## src/rtl/uart_tx_fifo.sv

```systemverilog
// UART transmitter with a write-side FIFO: the user pushes words and the FSM
// pops them into start/data/parity/stop frames on a registered serial line.
module uart_tx_fifo #(
  parameter int P_SYSTEM_CLK      = 50_000_000,
  parameter int P_UART_BAUD_RATE  = 115200,
  parameter int P_UART_DATA_WIDTH = 8,
  parameter int P_UART_CHECK      = 0,
  parameter int P_UART_STOP_WIDTH = 1,
  parameter int P_FIFO_DEPTH      = 16
) (
  input  logic                              i_clk,
  input  logic                              i_rst,
  input  logic                              i_user_tx_valid,
  input  logic [P_UART_DATA_WIDTH-1:0]      i_user_tx_data,
  output logic                              o_user_tx_ready,
  output logic                              o_uart_tx,
  output logic                              o_tx_busy,
  output logic [$clog2(P_FIFO_DEPTH):0]     o_fifo_level
);

  localparam int DIV    = P_SYSTEM_CLK / P_UART_BAUD_RATE;
  localparam int BAUD_W = (DIV > 2) ? $clog2(DIV) : 1;
  localparam int PTR_W  = $clog2(P_FIFO_DEPTH);
  localparam int LVL_W  = PTR_W + 1;
  localparam int W      = P_UART_DATA_WIDTH;

  localparam logic [BAUD_W-1:0] DIV_M1     = BAUD_W'(DIV - 1);
  localparam logic [3:0]        DATA_LAST  = 4'(P_UART_DATA_WIDTH - 1);
  localparam logic [3:0]        STOP_LAST  = 4'(P_UART_STOP_WIDTH - 1);
  localparam logic [LVL_W-1:0]  DEPTH_L    = LVL_W'(P_FIFO_DEPTH);
  localparam bit                HAS_PARITY = (P_UART_CHECK != 0);

  if (DIV < 2 || P_UART_DATA_WIDTH < 5 || P_UART_DATA_WIDTH > 9 ||
      P_UART_CHECK < 0 || P_UART_CHECK > 2 ||
      P_UART_STOP_WIDTH < 1 || P_UART_STOP_WIDTH > 2 ||
      P_FIFO_DEPTH < 2 || (P_FIFO_DEPTH & (P_FIFO_DEPTH - 1)) != 0) begin : g_bad_param
    $error("uart_tx_fifo: illegal parameter combination");
  end

  typedef enum logic [2:0] {S_IDLE, S_START, S_DATA, S_PARITY, S_STOP} state_t;

  state_t              state_q, state_d;
  logic [BAUD_W-1:0]   baud_q, baud_d;
  logic [3:0]          bit_q, bit_d;
  logic [W-1:0]        shift_q, shift_d;
  logic                parity_q, parity_d;
  logic                tx_q, tx_d;
  logic [PTR_W-1:0]    wr_ptr_q, wr_ptr_d;
  logic [PTR_W-1:0]    rd_ptr_q, rd_ptr_d;
  logic [LVL_W-1:0]    level_q, level_d;
  logic [W-1:0]        mem_q [P_FIFO_DEPTH];

  logic         wr_en;
  logic         pop;
  logic         load;
  logic         fifo_nonempty;
  logic         baud_done;
  logic [W-1:0] rd_data;

  assign o_user_tx_ready = (level_q < DEPTH_L);
  assign wr_en           = i_user_tx_valid && o_user_tx_ready;
  // Emptiness uses the registered level, so a word written this edge is popped next edge at the earliest.
  assign fifo_nonempty   = (level_q != '0);
  assign rd_data         = mem_q[rd_ptr_q];
  assign baud_done       = (baud_q == DIV_M1);

  always_comb begin
    wr_ptr_d = wr_en ? wr_ptr_q + 1'b1 : wr_ptr_q;
    rd_ptr_d = pop   ? rd_ptr_q + 1'b1 : rd_ptr_q;
    unique case ({wr_en, pop})
      2'b10:   level_d = level_q + 1'b1;
      2'b01:   level_d = level_q - 1'b1;
      default: level_d = level_q;
    endcase
  end

  // NOTE: every always_comb output gets a default first so no path leaves a latch.
  always_comb begin
    state_d  = state_q;
    baud_d   = baud_q;
    bit_d    = bit_q;
    shift_d  = shift_q;
    parity_d = parity_q;
    tx_d     = tx_q;
    load     = 1'b0;
    pop      = 1'b0;

    unique case (state_q)
      S_IDLE: begin
        tx_d = 1'b1;
        load = fifo_nonempty;
      end
      S_START: begin
        if (baud_done) begin
          state_d = S_DATA;
          baud_d  = '0;
          bit_d   = '0;
          tx_d    = shift_q[0];
          shift_d = shift_q >> 1;
        end else begin
          baud_d = baud_q + 1'b1;
        end
      end
      S_DATA: begin
        if (baud_done) begin
          baud_d = '0;
          if (bit_q == DATA_LAST) begin
            bit_d = '0;
            if (HAS_PARITY) begin
              state_d = S_PARITY;
              tx_d    = parity_q;
            end else begin
              state_d = S_STOP;
              tx_d    = 1'b1;
            end
          end else begin
            bit_d   = bit_q + 1'b1;
            tx_d    = shift_q[0];
            shift_d = shift_q >> 1;
          end
        end else begin
          baud_d = baud_q + 1'b1;
        end
      end
      S_PARITY: begin
        if (baud_done) begin
          state_d = S_STOP;
          baud_d  = '0;
          bit_d   = '0;
          tx_d    = 1'b1;
        end else begin
          baud_d = baud_q + 1'b1;
        end
      end
      S_STOP: begin
        if (baud_done) begin
          baud_d = '0;
          if (bit_q == STOP_LAST) begin
            bit_d = '0;
            if (fifo_nonempty) begin
              load = 1'b1;
            end else begin
              state_d = S_IDLE;
              tx_d    = 1'b1;
            end
          end else begin
            bit_d = bit_q + 1'b1;
          end
        end else begin
          baud_d = baud_q + 1'b1;
        end
      end
      default: state_d = S_IDLE;
    endcase

    // Shared frame launch from IDLE or straight out of the last stop bit.
    if (load) begin
      pop      = 1'b1;
      state_d  = S_START;
      baud_d   = '0;
      bit_d    = '0;
      shift_d  = rd_data;
      parity_d = (P_UART_CHECK == 2) ? ^rd_data : ~^rd_data;
      tx_d     = 1'b0;
    end
  end

  always_ff @(posedge i_clk or posedge i_rst) begin
    if (i_rst) begin
      state_q  <= S_IDLE;
      baud_q   <= '0;
      bit_q    <= '0;
      shift_q  <= '0;
      parity_q <= 1'b0;
      tx_q     <= 1'b1;
      wr_ptr_q <= '0;
      rd_ptr_q <= '0;
      level_q  <= '0;
    end else begin
      state_q  <= state_d;
      baud_q   <= baud_d;
      bit_q    <= bit_d;
      shift_q  <= shift_d;
      parity_q <= parity_d;
      tx_q     <= tx_d;
      wr_ptr_q <= wr_ptr_d;
      rd_ptr_q <= rd_ptr_d;
      level_q  <= level_d;
    end
  end

  // NOTE: the storage array has no reset; the pointers and level decide what is valid.
  always_ff @(posedge i_clk) begin
    if (wr_en) mem_q[wr_ptr_q] <= i_user_tx_data;
  end

  assign o_uart_tx    = tx_q;
  assign o_tx_busy    = (state_q != S_IDLE);
  assign o_fifo_level = level_q;

endmodule

```

## config.mk

```make
export PLATFORM = sky130hd
export DESIGN_NAME = uart_tx_fifo
export DESIGN_NICKNAME = d
export VERILOG_FILES = /design/src/rtl/uart_tx_fifo.sv
export SDC_FILE = /design/constraint.sdc
export NUM_CORES = 1
export LEC_CHECK = 0
export CAP_MARGIN = 20
export CORE_ASPECT_RATIO = 0.5
export CORE_UTILIZATION = 25
export CTS_CLUSTER_DIAMETER = 40
export DETAILED_ROUTE_END_ITERATION = 7
export HOLD_SLACK_MARGIN = 0.06
export PLACE_DENSITY = 0.46
export SETUP_SLACK_MARGIN = 0.5
export SLEW_MARGIN = 20
export SYNTH_ARGS = -nofsm -noshare
export SYNTH_HDL_FRONTEND = slang
export SYNTH_SLANG_ARGS = --single-unit
export TNS_END_PERCENT = 10
```

## constraint.sdc

```tcl
create_clock -name i_clk -period 4.49 [get_ports i_clk]
set_input_delay 1.347 -clock i_clk [delete_from_list [all_inputs] [get_ports i_clk]]
set_output_delay 1.347 -clock i_clk [all_outputs]
set_load 0.05 [all_outputs]
```

# ---- After elaboration in Yosys (flattened, before gate mapping)
# Memories as Yosys holds them, arrays and structs flattened.
# Index checks and enable logic that the tools add are counted.
dict set report op_classes {
  n_addsub 6
  magnitude_cmp 1
  n_eq_ne 18
  muxes 41
  reduce_logical 16
}
# cell count
set op_table {}
lappend op_table {{$mux 8} 4}
lappend op_table {{$mux 9} 3}
lappend op_table {{$mux 3} 8}
lappend op_table {{$mux 4} 6}
lappend op_table {{$ne 3x3->1 const B} 8}
lappend op_table {{$pmux 8 s2} 1}
lappend op_table {{$pmux 3 s5} 1}
lappend op_table {{$mux 1} 14}
lappend op_table {{$add 4x1->4 const B} 3}
lappend op_table {{$pmux 4 s3} 1}
lappend op_table {{$pmux 5 s2} 1}
lappend op_table {{$add 9x1->9 const B} 1}
lappend op_table {{$eq 9x9->1 const B} 1}
lappend op_table {{$reduce_and 4->1} 2}
lappend op_table {{$reduce_and 8->1} 1}
lappend op_table {{$reduce_and 7->1} 1}
lappend op_table {{$eq 3x2->1 const B} 2}
lappend op_table {{$reduce_bool 3->1} 2}
lappend op_table {{$reduce_bool 6->1} 1}
lappend op_table {{$add 5x1->5 const B} 1}
lappend op_table {{$lt 5x5->1 const B} 1}
lappend op_table {{$pmux 1 s5} 1}
lappend op_table {{$reduce_bool 5->1} 1}
lappend op_table {{$sub 5x1->5 const B} 1}
lappend op_table {{other kinds (15)} 16}
dict set report totals {
  register_bits 38
  ramBits 128
  input_bits 11
  output_inout_bits 8
  wordCells 91
  memories 1
}
# name depth width read_ports rd_clocked_by_memory_dff write_ports line_no
set mem_list {}
lappend mem_list {mem_q 16 8 1 0 1 51} ;# logic [W-1:0] mem_q [P_FIFO_DEPTH];

# ---- Depth between registers and ports, before layout
dict set report depth {
  word_depth 8
  ltp_mapped 16
  mapped_depth_nobuf 14
}

# ---- Worst setup path after synthesis
# No wires, ideal clock.
dict set report synth_path {
  path_type {input to register}
  start {in i_user_tx_valid}
  end {reg level_q[4], in the netlist o_fifo_level[4]}
  setup_ps 144
  arrival_ps 3370
  path_slack_ps 976
  cell_stages 12
  path_buffers 2
  path_cell_list {nor2b_1 > clkbuf_1 > inv_1 > ha_1 > clkbuf_1 > xor2_1 > ha_1 > o21a_1 > o22a_1 > a21oi_1 > mux2i_1 > xnor2_1}
}
dict set report synth_via {
  elab_chain_cells 3
}
# element line_no
set synth_rtl {}
lappend synth_rtl {{from (decl)} 13} ;# input logic i_user_tx_valid,
lappend synth_rtl {{$logic_and 1x1->1 *} 61} ;# assign wr_en = i_user_tx_valid && o_user_tx_ready;
lappend synth_rtl {{$eq 2x1->1 or $eq 2x2->1 (tied branches)} 70} ;# unique case ({wr_en, pop})
lappend synth_rtl {{$pmux 5 s2 or $reduce_bool 2->1 (tied branches)} n/a}
lappend synth_rtl {{to (signal assigned)} 188} ;# level_q <= level_d;
lappend synth_rtl {{to (decl)} 50} ;# logic [LVL_W-1:0] level_q, level_d;
# Every way passes the cells marked *; elsewhere a longest branch is shown, timed or not.
# A chain may end at the register's enable or synchronous reset.

# ---- Worst setup path after layout
dict set report layout_path {
  start {reg state_q[2]}
  end {out o_tx_busy}
}
dict set report layout_via {
  elab_chain_cells 1
}
# element line_no
set layout_rtl {}
lappend layout_rtl {{from (decl)} 42} ;# state_t state_q, state_d;
lappend layout_rtl {{from (signal assigned)} 180} ;# state_q <= state_d;
lappend layout_rtl {{$reduce_bool 3->1} 198} ;# assign o_tx_busy = (state_q != S_IDLE);
lappend layout_rtl {{to (decl)} 17} ;# output logic o_tx_busy,
# No other way between the ends.

==> flow_summary.yaml <==
outcome:
  status: "finished, final reports clean"
pwr:
  totalPowerFinal_mw: 4.87
  p_int_mw: 3.25
  ir_worst_vdd_mv: 0.316
  clkPwrFrac_pct: 29.7
  swShare_pct: 33.2
  power_density_nw_per_um2: 580
  power.switching_mw: 1.62
  p_leak_nw: 2.86
  comb_power_share_pct: 26.2
  share_seq_of_total_power_pct: 44.1
clocking:
  htree_levels: 4
  clkTransAtPathRegs_ns: 0.07
  cts.sinks: 166
  cts_setup_buffers: 0
  cts_tree: "done"
  numCtsBuffers: 17
  clockBufferDepth: 2
  clk_latency_ns: 0.43
  cts_root_buf: "clkbuf_16"
synthesis:
  synth_top_area_cell: "edfxtp_1"
  yosysSeqAreaShare_pct: 66.2
  ys_types: 64
  ys.flop_type: "edfxtp_1"
  yosys-top-cells-area: "edfxtp_1, dfrtp_1, mux4_1"
  yosysWarnings: 0
  yosys_register_bits: 166
  syn_nets: 481
  synth_area_um2: 7240
  synth_most_common_cell: "edfxtp_1"
  synth_top_cells_by_count: "edfxtp_1, dfrtp_1, nand2_1"
  async_flop_share_pct: 22.9
  yosys.area.top_type_share_pct: 53.1
  synth_edf_count: 128
  synth_area_per_cell_um2: 15.9
  synthesis.instances: 457
sta:
  fin_crit_sh_pct: 80.7
  setup_viol: 0
  hold_ws_ns: 0.500
  drv_slew: 0
  max_slew_margin_pct: 42.5
  skew_ns: 0.0128
  fin_tns_setup_ns: 0
  hold_violations: 0
  layout_min_cycle_time_ns: 3.62
  grt_setup_unrepaired: "false"
  max_freq_mhz: 276
  tightest_slew_ns: 0.857
detailed_routing:
  drc: 0
  ant_nets: 0
  met3_length_um: 453
  wire_per_inst_um: 17.5
  post_drt_via_cell_ratio: 4.41
  m1WireLength_um: 7540
  wl_um: 15200
  firstDrtPassIters: 6
  dr_wl_met2_um: 7070
  drt_first_iter_violations: 343
  num_vias: 3836
  highest_layer: "met4"
finish:
  final-instance-count-excl-fill: 870
  seq_area_um2: 4800
  n_antenna_cell: 0
  area_delta_synth_final_pct: 15.9
  fillCellCount: 2780
  final_nets: 499
  multi_input_area_um2: 2260
  drive_above_1_share_pct: 12.3
critical_path:
  setup.worst_path.class: "flip-flop to output port"
  cp-startpoint: "state_q[2]$_DFFE_PP0P_"
  cp_max_fo: 11
  worstPathArrival_ns: 2.27
  crit_path_start_kind: "flip-flop"
  reg2reg_slack_ns: 0.88
  r2r_start: "bit_q[0]$_DFFE_PP0P_"
  required_ns: 3.14
  cp-end-kind: "output port"
  reg2reg_depth: 14
  endpoint: "o_tx_busy"
  r2r_end: "o_fifo_level[4]$_DFFE_PP0P_"
min_path:
  min_path_cells: 1
  hold_class: "flip-flop to flip-flop"
grt:
  antenna_found_initial: 0
  grt.total_usage_pct: 11.0
  overflow: 0
  grt_pass1_vias: 3847
  grt_start_max_net_pins: 24
  grt_pass1_wl_um: 24100
placed_design:
  post-dp-hpwl_um: 9820
  place_congestion: 0.759
  place_inst: 838
  portBuffers: 18
die:
  row_count: 43
  core_um2: 28100
  fp.dieH_um: 122
  ios: 19
  die_area_um2: 29700
  start_util_pct: 25.8
  die_w_um: 243
job:
  drv_cap: 0
-- how the worst min path moves through the flow --
stage	startpoint	to	slack, ns
2_1_floorplan	baud_q[8]$_DFFE_PP0P_	baud_q[8]$_DFFE_PP0P_	0.45
3_3_place_gp	baud_q[8]$_DFFE_PP0P_	baud_q[8]$_DFFE_PP0P_	0.49
3_5_place_dp	baud_q[8]$_DFFE_PP0P_	baud_q[8]$_DFFE_PP0P_	0.49
4_1_cts	baud_q[8]$_DFFE_PP0P_	baud_q[8]$_DFFE_PP0P_	0.50
5_1_grt	baud_q[8]$_DFFE_PP0P_	baud_q[8]$_DFFE_PP0P_	0.51
6_report	baud_q[8]$_DFFE_PP0P_	baud_q[8]$_DFFE_PP0P_	0.50
-- sequential cells by signal, indices dropped and copies added (netlist names) --
| signal | flops |
|---|---|
| o_fifo_level | 5 |
| state_q | 3 |
| shift_q | 8 |
| baud_q | 9 |
| wr_ptr_q | 4 |
| o_uart_tx | 1 |
| bit_q | 4 |
| rd_ptr_q | 4 |
| mem_q | 128 |
-- worst max-delay path: stages, from the launching register on --
cell,delay [ns]
dfrtp_1,0.51
or3_1,0.57
clkdlybuf4s50_1,0.77
-- logic make-up (layout without fill, tap and decap cells) --
group                      Yosys count  in the layout  synth area share [%]
xor gates and xnor gates            13             13                  1.57
AOI/OAI and AO/OA                   76             76                  7.24
and+or+nand+nor                    113            113                  8.36
muxes                               36             36                  11.8
DFF                                166            166                  66.2
adders and majority gates           13             13                  2.25
buffers and inverters               40             71                  2.59
-- power groups by stage --
stage	clock (mW)	sequential, mW	combinational [mW]
finish	1.44	2.15	1.28
detailed placement	0	2.18	1.30
floorplan	0	2.09	0.977
CTS	1.48	2.15	1.30
global route	1.54	2.18	1.41
global placement	0	2.17	1.29
-- cell type report --
cell class / instances / area share [%]
inverters: 16 / 0.760
clock inverters: 13 / 1.67
repair buffers: 23 / 2.59
multi-input cells: 251 / 27.0
flip-flops and latches: 166 / 57.2
well taps: 382 / 5.69
clock buffers: 19 / 5.16
-- stage by stage --
step	utilization (%)	cell area (um2)	setup WS, ns
after detailed placement	27.8	7810	0.622
final	29.9	8390	0.869
after global routing	29.9	8390	0.553
after global placement	27.8	7810	0.714
after floorplan	-	7240	0.976
after CTS	29.9	8390	0.680
-- layout by cell type (no fill, tap or decap), types with 2 or more instances in the layout --
master and count:
xnor2_1 9, mux2_2 2, or3_1 8, mux4_1 21, ha_1 12, o31ai_1 4
inv_8 2, a211oi_1 8, xor2_1 4, a21o_1 2, buf_4 5, dfrtp_1 36
nor2b_1 10, clkinvlp_4 4, o21ai_0 15, a21oi_1 9, inv_6 4, o21ai_1 2
clkbuf_1 2, and3_1 3, nor3_1 6, o22ai_1 8, clkdlybuf4s50_1 18, mux4_2 12
and2_1 17, nand2_1 30, nor4_1 3, o22a_1 2, a41oi_1 2, inv_1 14
nor2_1 16, a31oi_1 9, nand2b_1 3, edfxtp_1 128, nand4_1 2, clkbuf_16 17
nand3_1 5
-- routing by layer --
metal	up-vias	global-route usage (%)
li1	1827	-
met1	1948	15.0
met2	50	17.6
met3	11	2.58
met4	0	3.54
met5	-	0
-- what timing repair did --
action	4_1_cts	5_1_grt
gates resized for setup	0	2
hold buffers	0	0
setup endpoints to repair	0	1
No activity file was read; power rests on OpenSTA's default activity.
